[src/rtl/ahb_pkg.sv]
// Shared AHB-Lite types for the response mux: transfer types, response codes,
// default-slave FSM states and the clamped select-index width helper.
package ahb_pkg;

  typedef enum logic [1:0] {
    HTRANS_IDLE   = 2'b00,
    HTRANS_BUSY   = 2'b01,
    HTRANS_NONSEQ = 2'b10,
    HTRANS_SEQ    = 2'b11
  } htrans_t;

  localparam logic HRESP_OKAY  = 1'b0;
  localparam logic HRESP_ERROR = 1'b1;

  typedef enum logic [1:0] {
    DS_IDLE = 2'b00,
    DS_ERR1 = 2'b01,
    DS_ERR2 = 2'b10
  } ds_state_t;

  function automatic int sel_idx_w(input int n);
    return (n > 1) ? $clog2(n) : 1;
  endfunction

endpackage

[src/rtl/ahb_default_slave.sv]
// Built-in default slave: two-cycle ERROR for unmapped transfers, outputs registered-state only.
// Optional watchdog (AHB_RESP_MUX_TIMEOUT_EN) aborts a slave stalling TIMEOUT_CYCLES cycles.
module ahb_default_slave
  import ahb_pkg::*;
#(
  parameter int TIMEOUT_CYCLES = 256
) (
  input  logic hclk,
  input  logic hreset,
  input  logic i_hready,
  input  logic i_unmapped,
`ifdef AHB_RESP_MUX_TIMEOUT_EN
  input  logic i_slave_wait,
  output logic o_timeout,
`endif
  output logic o_active,
  output logic o_hready,
  output logic o_hresp
);

  ds_state_t r_state;
  ds_state_t w_state_nxt;
  logic      w_fire;

`ifdef AHB_RESP_MUX_TIMEOUT_EN
  localparam int CNT_W = $clog2(TIMEOUT_CYCLES) + 1;

  logic [CNT_W-1:0] r_cnt;
  logic             r_timeout;

  always_ff @(posedge hclk) begin
    if (hreset) begin
      r_cnt     <= '0;
      r_timeout <= 1'b0;
    end else begin
      if (i_hready) begin
        r_cnt <= '0;
      end else if (i_slave_wait) begin
        r_cnt <= r_cnt + CNT_W'(1);
      end
      r_timeout <= w_fire;
    end
  end

  // Abort on the last permitted wait cycle so ERR1 follows immediately.
  assign w_fire    = (r_state == DS_IDLE) && i_slave_wait &&
                     (r_cnt == CNT_W'(TIMEOUT_CYCLES - 1));
  assign o_timeout = r_timeout;
`else
  assign w_fire = 1'b0;
`endif

  always_ff @(posedge hclk) begin
    if (hreset) begin
      r_state <= DS_IDLE;
    end else begin
      r_state <= w_state_nxt;
    end
  end

  always_comb begin
    w_state_nxt = r_state;
    unique case (r_state)
      DS_IDLE: if ((i_hready && i_unmapped) || w_fire) w_state_nxt = DS_ERR1;
      DS_ERR1: w_state_nxt = DS_ERR2;
      DS_ERR2: w_state_nxt = (i_hready && i_unmapped) ? DS_ERR1 : DS_IDLE;
      default: w_state_nxt = DS_IDLE;
    endcase
  end

  // Outputs depend on state only, keeping the bus HREADY path loop-free.
  assign o_active = (r_state != DS_IDLE);
  assign o_hready = (r_state != DS_ERR1);
  assign o_hresp  = (r_state != DS_IDLE) ? HRESP_ERROR : HRESP_OKAY;

endmodule

[src/rtl/ahb_resp_mux.sv]
// AHB-Lite slave-to-master response mux; data-phase select latched on HREADY, 0-cycle routing.
// Selected slave's HREADYOUT stalls the bus; optional watchdog via AHB_RESP_MUX_TIMEOUT_EN.
module ahb_resp_mux
  import ahb_pkg::*;
#(
  parameter int NUM_SLAVES     = 4,
  parameter int DATA_WIDTH     = 32,
  parameter int TIMEOUT_CYCLES = 256
) (
  input  logic                             hclk,
  input  logic                             hreset,
  input  logic [NUM_SLAVES-1:0]            hsel,
  input  logic [1:0]                       htrans,
  input  logic [NUM_SLAVES*DATA_WIDTH-1:0] hrdata_s,
  input  logic [NUM_SLAVES-1:0]            hready_s,
  input  logic [NUM_SLAVES-1:0]            hresp_s,
  output logic [DATA_WIDTH-1:0]            hrdata,
  output logic                             hready,
  output logic                             hresp
`ifdef AHB_RESP_MUX_TIMEOUT_EN
  ,
  output logic                             timeout
`endif
);

  localparam int IDX_W = sel_idx_w(NUM_SLAVES);

  logic [IDX_W-1:0]      r_dsel_idx;
  logic                  r_dsel_vld;
  logic [IDX_W-1:0]      w_sel_idx;
  logic                  w_sel_vld;
  logic [DATA_WIDTH-1:0] w_slv_rdata;
  logic                  w_slv_ready;
  logic                  w_slv_resp;
  logic                  w_unmapped;
  logic                  w_ds_active;
  logic                  w_ds_hready;
  logic                  w_ds_hresp;

  // Descending scan so the lowest set hsel bit wins.
  always_comb begin
    w_sel_idx = '0;
    w_sel_vld = 1'b0;
    for (int i = NUM_SLAVES - 1; i >= 0; i--) begin
      if (hsel[i]) begin
        w_sel_idx = IDX_W'(i);
        w_sel_vld = 1'b1;
      end
    end
  end

  assign w_unmapped = !w_sel_vld &&
                      ((htrans_t'(htrans) == HTRANS_NONSEQ) || (htrans_t'(htrans) == HTRANS_SEQ));

  always_ff @(posedge hclk) begin
    if (hreset) begin
      r_dsel_idx <= '0;
      r_dsel_vld <= 1'b0;
    end else if (hready) begin
      r_dsel_idx <= w_sel_idx;
      r_dsel_vld <= w_sel_vld;
    end
  end

  always_comb begin
    w_slv_rdata = '0;
    w_slv_ready = 1'b1;
    w_slv_resp  = HRESP_OKAY;
    for (int i = 0; i < NUM_SLAVES; i++) begin
      if (r_dsel_idx == IDX_W'(i)) begin
        w_slv_rdata = hrdata_s[i*DATA_WIDTH +: DATA_WIDTH];
        w_slv_ready = hready_s[i];
        w_slv_resp  = hresp_s[i];
      end
    end
  end

  ahb_default_slave #(
    .TIMEOUT_CYCLES (TIMEOUT_CYCLES)
  ) u_default_slave (
    .hclk         (hclk),
    .hreset       (hreset),
    .i_hready     (hready),
    .i_unmapped   (w_unmapped),
`ifdef AHB_RESP_MUX_TIMEOUT_EN
    .i_slave_wait (r_dsel_vld && !w_slv_ready),
    .o_timeout    (timeout),
`endif
    .o_active     (w_ds_active),
    .o_hready     (w_ds_hready),
    .o_hresp      (w_ds_hresp)
  );

  // An active default slave (error or watchdog abort) overrides any selected slave.
  always_comb begin
    hrdata = '0;
    hready = w_ds_hready;
    hresp  = w_ds_hresp;
    if (r_dsel_vld && !w_ds_active) begin
      hrdata = w_slv_rdata;
      hready = w_slv_ready;
      hresp  = w_slv_resp;
    end
  end

endmodule

[config.mk]
export PLATFORM = sky130hd
export DESIGN_NAME = ahb_resp_mux
export DESIGN_NICKNAME = d
export VERILOG_FILES = /design/src/rtl/ahb_pkg.sv /design/src/rtl/ahb_default_slave.sv /design/src/rtl/ahb_resp_mux.sv
export SDC_FILE = /design/constraint.sdc
export NUM_CORES = 1
export LEC_CHECK = 0
export ABC_CLOCK_PERIOD_IN_PS = 1530
export BUFFER_PORTS_ARGS = -buffer_cell sky130_fd_sc_hd__buf_2
export CAP_MARGIN = 25
export CORE_MARGIN = 4
export CORE_UTILIZATION = 28
export DETAILED_ROUTE_END_ITERATION = 12
export PLACE_DENSITY_LB_ADDON = 0.08
export REMOVE_ABC_BUFFERS = 1
export SYNTH_ARGS = -nofsm -noshare
export SYNTH_HDL_FRONTEND = slang
export SYNTH_SLANG_ARGS = --single-unit
[constraint.sdc]
create_clock -name hclk -period 1.53 [get_ports hclk]
set_clock_uncertainty 0.1 [all_clocks]
set_input_delay 0.153 -clock hclk [delete_from_list [all_inputs] [get_ports hclk]]
set_output_delay 0.153 -clock hclk [all_outputs]
set_load 0.01 [all_outputs]
==> metrics.md, run 1 <==
| Metric | Value |
|---|---|
| TritonCTS clock tree | `yes` |
| Placeable core region | `0.00438 mm²` |
| Starting density of the core | `0.292` |
| Launching element type of the critical path | `flop` |
| Overall overflow remaining after global route | `0` |
| Maximum fanout along the worst path | `8` |
| Net switching share of the total power | `0.318` |
| # diodes | `0` |
| Worst VDD drop | `0.369 mV` |
| Setup violators final | `37` |
| FILL cells | `421` |
| Slew at the pin with the worst max-slew slack | `about 280 ps` |
| Hold Crit Class | `in2reg` |
| Element type at the critical path end | `output port` |
| Worst r2r path cells | `4` |
| Share of layout cells above drive strength 1 | `0.804` |
| Share of synthesized area occupied by flip-flops and latches | `0.0782` |
| Maximum level of the CTS H-tree | `1` |
| Max_slew headroom | `0.815` |
| Synth Area in Adders | `0` |
| Sinks on the clock net | `5` |
| Synthesized-area fraction occupied by ao, oa, aoi and oai cells | `0.0371` |
| Pin count of the biggest net entering global routing | `27` |
| Die area | `0.00572 mm²` |
| Total of flip-flops plus latches after synthesis | `5` |
| Sequential cell fraction of total power | `0.130` |
| Post-DR vias/cell | `just under 5` |
| Distinct cell type count after synthesis | `20` |
| Cell Count Post-Placement | `between 300 and 400` |
| Cell leakage power | `1.19 nW` |
| Standard cell with the maximum stage delay on the critical path | `mux4_1` |
| Number of port buffers | `176` |
| Gpl congestion | `approximately 0.80` |
| Outcome | `finished with violations` |
| Clock-pin slew on the worst setup and hold paths | `approximately 40 ps` |
| Number of max-slew violations in the final report | `0` |
| Arrival time at the worst endpoint | `between 1500 and 2000 ps` |
| Clock share of power | `0.225` |
| Initial DRT Pass Iterations | `4` |
| Simple-gate share of the synthesized area | `0.212` |
| Final non-filler cell area | `around 0.0024 mm²` |
| Max clock buf depth | `2` |
| Count of synthesis-stage warnings from yosys | `0` |
| Critical path required time | `1280 ps` |
| Number of global-route vias before repair | `1,636` |
| First-iteration detailed-routing DRC count | `between 100 and 150` |
| Vert. Die Dim | `around 76 µm` |
| Syn-to-layout area delta | `86.2%` |
| Synthesized instance count | `between 100 and 150` |
| Antenna violations before repair | `0` |
| Net count reported at finish | `between 400 and 500` |
| Post-DRT Antenna Nets | `0` |
| Cell area after synthesis | `roughly 0.0013 mm²` |
| Worst hold margin | `between 40 and 50 ps` |
| Average wire length per cell after detail routing | `16.6 µm` |
| Top achievable clock speed | `approximately 540 MHz` |
| First-pass GRT wire length | `7890 µm` |
| Die Span X | `~76 µm` |
| Max_cap viols | `0` |
| Final HPWL from detailed placement | `roughly 5000 µm` |
| Clock tree root driver cell | `clkbuf_8` |
| Register-to-register path setup slack | `-170 ps` |
| Number of hold violations in the final report | `0` |
| Routed vias | `between 1,500 and 2,000` |
| Crit-path cells | `buf_4, mux4_1, nor2b_1, buf_2` |
| Violated checks | `setup timing` |
| CTS Hold Buffers Added | `0` |
| Instance area after placement | `between 0.002 and 0.0025 mm²` |
| Remaining design rule violation count | `0` |
| Biggest cell delay along the critical path | `530 ps` |
| Clock buffer count from CTS | `3` |
| Post-layout min period | `around 1900 ps` |
| Post-route setup slack | `-334 ps` |
| Internal power component | `around 0.76 mW` |
| Tcrit/Tclk final | `1.22` |
| GRT Util Overall | `0.182` |
| Main combinational cell family by area after synthesis | `multiplexers` |
| Synth Area in XOR/XNOR | `0` |
| Hold Path Stages | `2` |
| Start-to-end type of the worst setup path | `reg2out` |
| Final-layout setup total negative slack | `-11,060 ps` |
| Combinational cell fraction of total power | `0.645` |
| Number of standard-cell rows in the floorplan | `24` |
| Areal power density over the cells | `467 mW/mm²` |
| Routed wire length | `5690 µm` |
| I/O pin count | `around 180` |
| Per-instance average area after synthesis | `between 10 and 15 µm²` |
| Post-route non-filler standard cell count | `343` |
| Clock latency on the worst-skew pair | `220 ps` |
| Unrepaired setup endpoints after global routing | `true` |
| Post-synthesis mux area share | `0.617` |
| Net switching power figure | `roughly 0.35 mW` |
| Final core utilization | `0.544` |
## layout make-up
type,instances,area [µm²],share of cell area
tap,52,65.1,0.0273
inverter,2,7.51,0.00315
timing repair buffer,193,1040,0.438
sequential,5,104,0.0436
multi-input combinational,87,1120,0.469
clock buffer,4,45.0,0.0189
## registers in the layout, indices dropped and copies added (netlist names)
name                     cells
r_dsel_vld                   1
u_default_slave.r_state      2
r_dsel_idx                   2
## stage by stage
step / worst slack (ps) / power, mW
3_3_place_gp: -167 / 0.847
4_1_cts: -355 / 1.12
2_1_floorplan: -1230 / 0.508
5_1_grt: -424 / 1.20
3_5_place_dp: -192 / 0.860
6_report: -334 / 1.11
## critical path: cells and delay by family (launching register included)
kind	cells	cell delay, ps
buf+inv	2	310
simple gates	1	140
mux	1	530
flops	1	410
## metal layers
| metal | up-vias | share of wire | GRT usage |
|---|---|---|---|
| met4 | 0 | 0.020 | 0.0485 |
| met2 | 83 | 0.55 | 0.345 |
| met1 | 781 | 0.32 | 0.206 |
| li1 | 792 | - | - |
| met5 | - | 0 | 0 |
| met3 | 11 | 0.11 | 0.0343 |
## synthesized netlist by cell type (all sizes together)
| cell type | count | area share |
|---|---|---|
| a211o | 1 | 0.0068 |
| a32o | 1 | 0.0078 |
| buf | 5 | 0.032 |
| clkbuf | 6 | 0.018 |
| dfxtp | 5 | 0.078 |
| inv | 2 | 0.0059 |
| mux2i | 2 | 0.016 |
| mux4 | 34 | 0.60 |
| nand2 | 4 | 0.012 |
| nand2b | 2 | 0.0098 |
| nor2 | 4 | 0.012 |
| nor2b | 33 | 0.16 |
| nor3b | 1 | 0.0059 |
| nor4 | 1 | 0.0049 |
| o211ai | 1 | 0.0059 |
| o21ai | 2 | 0.017 |
| or3b | 1 | 0.0068 |
## path summary, 6_finish.rpt
kind                                      startpoint                                       to
min reg2reg  u_default_slave.r_state[0]$_SDFFE_PP0P_  u_default_slave.r_state[0]$_SDFFE_PP0P_
max reg2reg               r_dsel_idx[0]$_SDFFE_PP0P_               r_dsel_idx[0]$_SDFFE_PP0P_
min                                           hreset  u_default_slave.r_state[1]$_SDFFE_PP0P_
max                       r_dsel_idx[0]$_SDFFE_PP0P_                               hrdata[31]
## layout by cell type, fill, tap and decap left out, drive strengths merged
| cell type | netlist | routed |
|---|---|---|
| or3b | 1 | 1 |
| nor3b | 1 | 1 |
| nor2 | 4 | 4 |
| nand2 | 4 | 4 |
| mux2i | 2 | 2 |
| nor2b | 33 | 33 |
| clkbuf | 6 | 4 |
| nor4 | 1 | 1 |
| buf | 5 | 193 |
| dfxtp | 5 | 5 |
| o211ai | 1 | 1 |
| a32o | 1 | 1 |
| inv | 2 | 2 |
| a211o | 1 | 1 |
| mux4 | 34 | 34 |
| o21ai | 2 | 2 |
| nand2b | 2 | 2 |
## power groups by stage
stage               sequential (mW)  clock [mW]  combinational (mW)
floorplan                     0.179           0               0.329
global placement              0.148           0               0.700
detailed placement            0.148           0               0.712
CTS                           0.145       0.254               0.720
global route                  0.146       0.272               0.784
finish                        0.145       0.251               0.718
## cells by family (layout without fill, tap and decap cells)
kind of cell	after synthesis	count (layout)
AOI/OAI and AO/OA	5	5
DFF	5	5
muxes	36	36
and+or+nand+nor	46	46
buffers and inverters	13	199
## what timing repair did
action | CTS | global route
gates resized for setup | 2 | 5
setup endpoints to repair | 36 | 37
pin swaps | 0 | 1
setup buffers | 1 | 1
Power figures use the tool's default switching activity.
==> run 2: changes to the inputs <==
CORE_UTILIZATION = 29   (was 28)
SYNTH_HIERARCHICAL = 1   (was default)
==> metrics.md, run 2 <==
| Metric | Value |
|---|---|
| Number of hold violations in the final report | `0 (unchanged)` |
| Tcrit/Tclk final | `1.22 (+0.00479)` |
| Post-DRT Antenna Nets | `0 (unchanged)` |
| Yosys top cell area share | `0.566 (-0.0150)` |
| Crit-path cells | `clkbuf_16, mux4_2, nor2b_1, buf_2` |
| TritonCTS clock tree | `yes` |
| Async set-reset flop share out of synthesis | `0 (unchanged)` |
| Overall overflow remaining after global route | `0 (unchanged)` |
| I/O pin count | `178 (unchanged)` |
| Average wire length per cell after detail routing | `16.9 µm (+1.7%)` |
| Die area | `0.00583 mm² (+1.9%)` |
| Gpl congestion | `0.816 (+2.2%)` |
| Hold Crit Class | `in2reg` |
| Top cell family by delay on the critical path | `multiplexers` |
| Routed vias | `1,741 (+4.4%)` |
| Vert. Die Dim | `76.3 µm (+0.95%)` |
| Instance area after placement | `0.00235 mm² (+2.0%)` |
| Post-DR vias/cell | `4.92 (+1.2%)` |
| Sequential cell fraction of total power | `0.128 (-0.002)` |
| Count of synthesis-stage warnings from yosys | `6 (+6)` |
| Maximum level of the CTS H-tree | `1 (unchanged)` |
| Clock latency on the worst-skew pair | `220 ps (about the same)` |
| Syn-to-layout area delta | `100%` |
| Clock-pin slew on the worst setup and hold paths | `30 ps (about the same)` |
| Arrival time at the worst endpoint | `1620 ps (about the same)` |
| Post-layout min period | `1870 ps (+7.33 ps)` |
| Clock tree root driver cell | `clkbuf_8` |
| Violated checks | `setup timing` |
| Clock buffer count from CTS | `3 (unchanged)` |
| Sinks on the clock net | `5 (unchanged)` |
| Biggest cell delay along the critical path | `490 ps (-40 ps)` |
| Number of enable-type register cells in the synthesized netlist | `0 (unchanged)` |
| First-iteration detailed-routing DRC count | `30 (-70%)` |
| Slew at the pin with the worst max-slew slack | `336 ps (+58.2 ps)` |
| Number of buffer and inverter stages on the critical path | `2 (unchanged)` |
| # diodes | `0 (unchanged)` |
| Outcome | `finished with violations` |
| Clock share of power | `0.210 (-0.015)` |
| Critical Path Start | `r_dsel_idx[0]$_SDFFE_PP0P_` |
| Biggest area contributors in the synthesized netlist | `mux4_2 (57%), nor2b_1 (15%), dfxtp_1 (7.4%), buf_6 (3.3%), mux2i_1 (3.0%)` |
| Post-route setup slack | `-342 ps (-7.33 ps)` |
| Starting density of the core | `0.305 (+0.0127)` |
| Register-to-register path setup slack | `-210 ps (-40 ps)` |
| Distinct cell type count after synthesis | `22 (+10%)` |
| Max clock buf depth | `2 (unchanged)` |
| Combinational cell fraction of total power | `0.662 (+0.017)` |
| Cell Count Post-Placement | `341 (+0.89%)` |
| Most instantiated cells after synthesis | `mux4_2 (34), nor2b_1 (33), buf_2 (5), dfxtp_1 (5)` |
| Share of layout cells above drive strength 1 | `0.854 (+0.0502)` |
| Final non-filler cell area | `0.00271 mm² (+14%)` |
| Capturing point of the worst reg2reg path | `r_dsel_idx[0]$_SDFFE_PP0P_` |
| Top achievable clock speed | `534 MHz (-0.39%)` |
| Internal power component | `0.815 mW (+7.3%)` |
| Worst r2r path cells | `6 (+2)` |
| Antenna violations before repair | `0 (unchanged)` |
| First-pass GRT wire length | `8850 µm (+12%)` |
| Max_cap viols | `0 (unchanged)` |
| Setup violators final | `38 (+2.7%)` |
| Number of standard-cell rows in the floorplan | `24 (unchanged)` |
| Die Span X | `76.3 µm (+0.95%)` |
| Unrepaired setup endpoints after global routing | `true` |
| Maximum fanout along the worst path | `8 (unchanged)` |
| Routed wire length | `5980 µm (+5.0%)` |
| Leading cell type in the layout, fill and taps excluded | `buf_2` |
| Critical path required time | `1280 ps (about the same)` |
| GRT Util Overall | `0.187 (+0.00546)` |
| WHS Endpoint | `r_dsel_vld$_SDFFE_PP0P_` |
| Net count reported at finish | `447 (+2.5%)` |
| CTS Hold Buffers Added | `0 (unchanged)` |
| Hold Path Stages | `2 (unchanged)` |
| Number of port buffers | `176 (unchanged)` |
| Commonest cells after routing, fill and taps aside | `buf_2 (164), mux4_2 (34), nor2b_1 (21)` |
| Setup slack at placement | `-179 ps (+13.0 ps)` |
| Start point of the worst min-delay path | `hreset` |
| Cell leakage power | `1.33 nW (+11%)` |
| Worst reg2reg startpoint | `r_dsel_idx[0]$_SDFFE_PP0P_` |
| Remaining design rule violation count | `0 (unchanged)` |
| Biggest registers after layout | `r_dsel_idx x2, u_default_slave/r_state x2, r_dsel_vld x1` |
| Synthesized instance count | `112 (+6.7%)` |
| Total of flip-flops plus latches after synthesis | `5 (unchanged)` |
| Post-route non-filler standard cell count | `354 (+3.2%)` |
| Launching element type of the critical path | `flop` |
| Initial DRT Pass Iterations | `4 (unchanged)` |
| Final core utilization | `0.610 (+0.0661)` |
| Worst VDD drop | `0.440 mV (+19%)` |
| Number of max-slew violations in the final report | `0 (unchanged)` |
| Max_slew headroom | `0.774 (-0.0409)` |
| Top FF cell, synth | `dfxtp_1` |
| Cell area after synthesis | `0.00135 mm² (+5.8%)` |
| Standard cell with the maximum stage delay on the critical path | `mux4_2` |
| Net switching share of the total power | `0.295 (-0.0229)` |
| PnR Total Power | `1.16 mW (+3.8%)` |
| Per-instance average area after synthesis | `12.1 µm² (-0.84%)` |
| Most area-hungry cell type in the Yosys netlist | `mux4_2` |
| Element type at the critical path end | `output port` |
| Net switching power figure | `0.341 mW (-3.6%)` |
| Start-to-end type of the worst setup path | `reg2out` |
| Areal power density over the cells | `427 mW/mm² (-8.7%)` |
| Most used standard cell by instance count after synthesis | `mux4_2` |
| Share of synthesized area occupied by flip-flops and latches | `0.0739 (-0.00426)` |
| Final HPWL from detailed placement | `5000 µm (-2.1%)` |
| Placeable core region | `0.00444 mm² (+1.4%)` |
| Pin count of the biggest net entering global routing | `18 (-33%)` |
| Number of global-route vias before repair | `1,762 (+7.7%)` |
==> run 2: metrics by stage <==
step / TNS (ps) / hold slack [ps]
after floorplan: -43530 / 125
after global placement: -4440 / 311
after detailed placement: -5010 / 314
after CTS: -11010 / 83.6
after global routing: -13600 / 103
final: -10950 / 80.2
==> run 2: power by group through the flow <==
stage | clock network [mW] | registers (mW) | logic (mW)
3_3_place_gp | 0 | 0.147 | 0.630
4_1_cts | 0.252 | 0.145 | 0.668
5_1_grt | 0.262 | 0.149 | 0.826
6_report | 0.243 | 0.147 | 0.766
3_5_place_dp | 0 | 0.147 | 0.640
2_1_floorplan | 0 | 0.176 | 0.294
==> run 2: logic make-up after synthesis <==
| family | synth area share |
|---|---|
| compound gates | 0.0203 |
| flops | 0.0739 |
| buf+inv | 0.0712 |
| simple gates | 0.220 |
| mux | 0.615 |
==> run 2: area by class of cell <==
| type | instances | area (µm²) |
|---|---|---|
| fillers | 381 | 1730 |
| multi-input cells | 92 | 1260 |
| repair buffers | 199 | 1220 |
| flip-flops and latches | 5 | 104 |
| well taps | 52 | 65.1 |
| clock buffers | 4 | 45.0 |
| inverters | 2 | 7.51 |
==> run 2: timing repair <==
action	CTS	global route
setup buffers	3	4
endpoints found under the setup margin	38	38
gates resized for setup	12	29
gates cloned	0	2
pin swaps	2	1
==> run 2: worst max path at each step <==
stage,slack (ps),end,depth (start not counted)
after floorplan,-1370,u_default_slave/r_state[0]$_SDFFE_PP0P_,5
after global placement,-170,r_dsel_idx[0]$_SDFFE_PP0P_,5
after detailed placement,-180,hresp,5
after CTS,-340,hrdata[25],4
after global routing,-400,hrdata[28],4
final,-340,hrdata[28],4
==> run 2: routing by layer <==
layer  vias to the layer above  wire (µm)  track usage
met3                         8        461       0.0449
li1                        825          -            -
met2                        83       3490        0.370
met4                         0         70       0.0217
met5                         -          0            0
met1                       825       1960        0.205
==> run 3: changes to the inputs <==
==> constraint.sdc (replaced) <==
create_clock -name hclk -period 1.53 [get_ports hclk]
set_clock_uncertainty 0.1 [all_clocks]
set_input_delay 0.0765 -clock hclk [delete_from_list [all_inputs] [get_ports hclk]]
set_output_delay 0.0765 -clock hclk [all_outputs]
set_load 0.01 [all_outputs]
==> metrics.md, run 3 (synthesis results as in run 2) <==
| Metric | Value |
|---|---|
| Outcome | `finished with violations` |
| Violated checks | `setup timing` |
| # diodes | `0 (unchanged)` |
| Launching element type of the critical path | `flop` |
| Maximum fanout along the worst path | `16 (+8)` |
| Post-layout min period | `1780 ps (-95.8 ps)` |
| Post-DR vias/cell | `4.83 (-1.7%)` |
| Element type at the critical path end | `output port` |
| Max_cap viols | `0 (unchanged)` |
| Number of standard-cell rows in the floorplan | `24 (unchanged)` |
| Clock latency on the worst-skew pair | `220 ps (about the same)` |
| Gpl congestion | `0.813 (-0.39%)` |
| Areal power density over the cells | `425 mW/mm² (-0.27%)` |
| I/O pin count | `178 (unchanged)` |
| Maximum level of the CTS H-tree | `1 (unchanged)` |
| Critical Path Start | `r_dsel_idx[0]$_SDFFE_PP0P_` |
| Pin count of the biggest net entering global routing | `19 (+1)` |
| Post-DRT Antenna Nets | `0 (unchanged)` |
| Capturing point of the worst reg2reg path | `r_dsel_idx[0]$_SDFFE_PP0P_` |
| Register-to-register path setup slack | `-180 ps (+30 ps)` |
| Tcrit/Tclk final | `1.16 (-0.0626)` |
| First-pass GRT wire length | `9180 µm (+3.8%)` |
| Clock buffer count from CTS | `3 (unchanged)` |
| Commonest cells after routing, fill and taps aside | `buf_2 (175), mux4_2 (34), nor2b_1 (32)` |
| Arrival time at the worst endpoint | `1600 ps (-20 ps)` |
| Syn-to-layout area delta | `85.4%` |
| Slew at the pin with the worst max-slew slack | `400 ps (+64.2 ps)` |
| GRT Util Overall | `0.195 (+0.00790)` |
| Worst r2r path cells | `6 (unchanged)` |
| Initial DRT Pass Iterations | `3 (-1)` |
| Critical path required time | `1350 ps (+70 ps)` |
| Clock-pin slew on the worst setup and hold paths | `40 ps (about the same)` |
| Top achievable clock speed | `563 MHz (+5.4%)` |
| Routed vias | `1,672 (-4.0%)` |
| Number of hold violations in the final report | `0 (unchanged)` |
| Max_slew headroom | `0.731 (-0.0432)` |
| Critical path endpoint | `hrdata[11]` |
| Antenna violations before repair | `0 (unchanged)` |
| Leading cell type in the layout, fill and taps excluded | `buf_2` |
| Share of layout cells above drive strength 1 | `0.823 (-0.0312)` |
| Hold Crit Class | `in2reg` |
| Worst reg2reg startpoint | `r_dsel_idx[0]$_SDFFE_PP0P_` |
| Die Span X | `76.3 µm (unchanged)` |
| Worst VDD drop | `0.462 mV (+5.1%)` |
| First-iteration detailed-routing DRC count | `47 (+57%)` |
| Clock tree root driver cell | `clkbuf_8` |
| Number of global-route vias before repair | `1,867 (+6.0%)` |
| TritonCTS clock tree | `yes` |
| Setup violators final | `38 (unchanged)` |
| Number of port buffers | `176 (unchanged)` |
| Max clock buf depth | `2 (unchanged)` |
| Final-layout setup total negative slack | `-7620 ps (+3330 ps)` |
| Sinks on the clock net | `5 (unchanged)` |
| Post-route setup slack | `-246 ps (+95.8 ps)` |
| Starting density of the core | `0.305 (unchanged)` |
| FILL cells | `426 (+12%)` |
| Final core utilization | `0.565 (-0.0450)` |
| Placeable core region | `0.00444 mm² (unchanged)` |
| Average wire length per cell after detail routing | `16.5 µm (-2.1%)` |
| Remaining design rule violation count | `0 (unchanged)` |
| Die area | `0.00583 mm² (unchanged)` |
| Final HPWL from detailed placement | `4950 µm (-1.1%)` |
| Start-to-end type of the worst setup path | `reg2out` |
| Unrepaired setup endpoints after global routing | `true` |
| Vert. Die Dim | `76.3 µm (unchanged)` |
| Overall overflow remaining after global route | `0 (unchanged)` |
| Net count reported at finish | `439 (-1.8%)` |
| Number of max-slew violations in the final report | `0 (unchanged)` |
| Biggest registers after layout | `r_dsel_idx x2, u_default_slave/r_state x2, r_dsel_vld x1` |
| Routed wire length | `5720 µm (-4.4%)` |
| Cell leakage power | `1.22 nW (-8.4%)` |
## run 3: where the power goes
| group | total, mW | leakage (nW) | switching, mW | internal (mW) |
|---|---|---|---|---|
| combinational | 0.676 | 1.15 | 0.247 | 0.429 |
| sequential | 0.146 | 0.0431 | 0.00990 | 0.136 |
| clock | 0.246 | 0.0228 | 0.0668 | 0.179 |
| total | 1.07 | 1.22 | 0.324 | 0.744 |
## run 3: through the flow
step	setup slack, ps	hold slack, ps	cells	area [µm²]	power, mW
finish	-246	65.6	346	2510	1.07
detailed placement	-176	230	339	2340	0.785
global placement	-132	239	339	2340	0.773
floorplan	-1370	48.9	99	1260	0.470
global route	-308	99.8	346	2510	1.15
CTS	-269	69.6	346	2480	1.07
## run 3: worst max-delay path, stage by stage, from the launching register on
cell	delay [ps]
dfxtp_4	400
buf_12	180
mux4_2	510
nor2b_1	140
buf_2	140
## run 3: cell type report
class	count	area (µm²)	share of cell area
clock buffer	4	45.0	0.0179
inverter	2	7.51	0.00299
tap	52	65.1	0.0259
timing repair buffer	191	1050	0.420
sequential	5	108	0.0429
multi-input combinational	92	1230	0.490
## run 3: worst min-delay path by stage
stage,startpoint,end,slack [ps],cells past startpoint
final,hsel[1],r_dsel_idx[1]$_SDFFE_PP0P_,70,4
after global routing,hsel[0],r_dsel_idx[1]$_SDFFE_PP0P_,100,4
after CTS,hsel[1],r_dsel_idx[1]$_SDFFE_PP0P_,70,4
after detailed placement,hreset,r_dsel_vld$_SDFFE_PP0P_,230,2
after global placement,hreset,r_dsel_vld$_SDFFE_PP0P_,240,2
after floorplan,hreset,r_dsel_vld$_SDFFE_PP0P_,50,1
## run 3: what timing repair did
action	4_1_cts	5_1_grt
resized for setup	18	4
hold buffers	1	0
endpoints found under the hold margin	1	0
setup endpoints to repair	38	38
buffers inserted	2	0
pin swaps	3	3
## run 3: layer usage
metal,track usage,up-vias,wire length [µm]
li1,-,811,-
met1,0.201,771,1900
met2,0.392,80,3280
met3,0.0426,10,442
met4,0.0471,0,84
met5,0,-,0
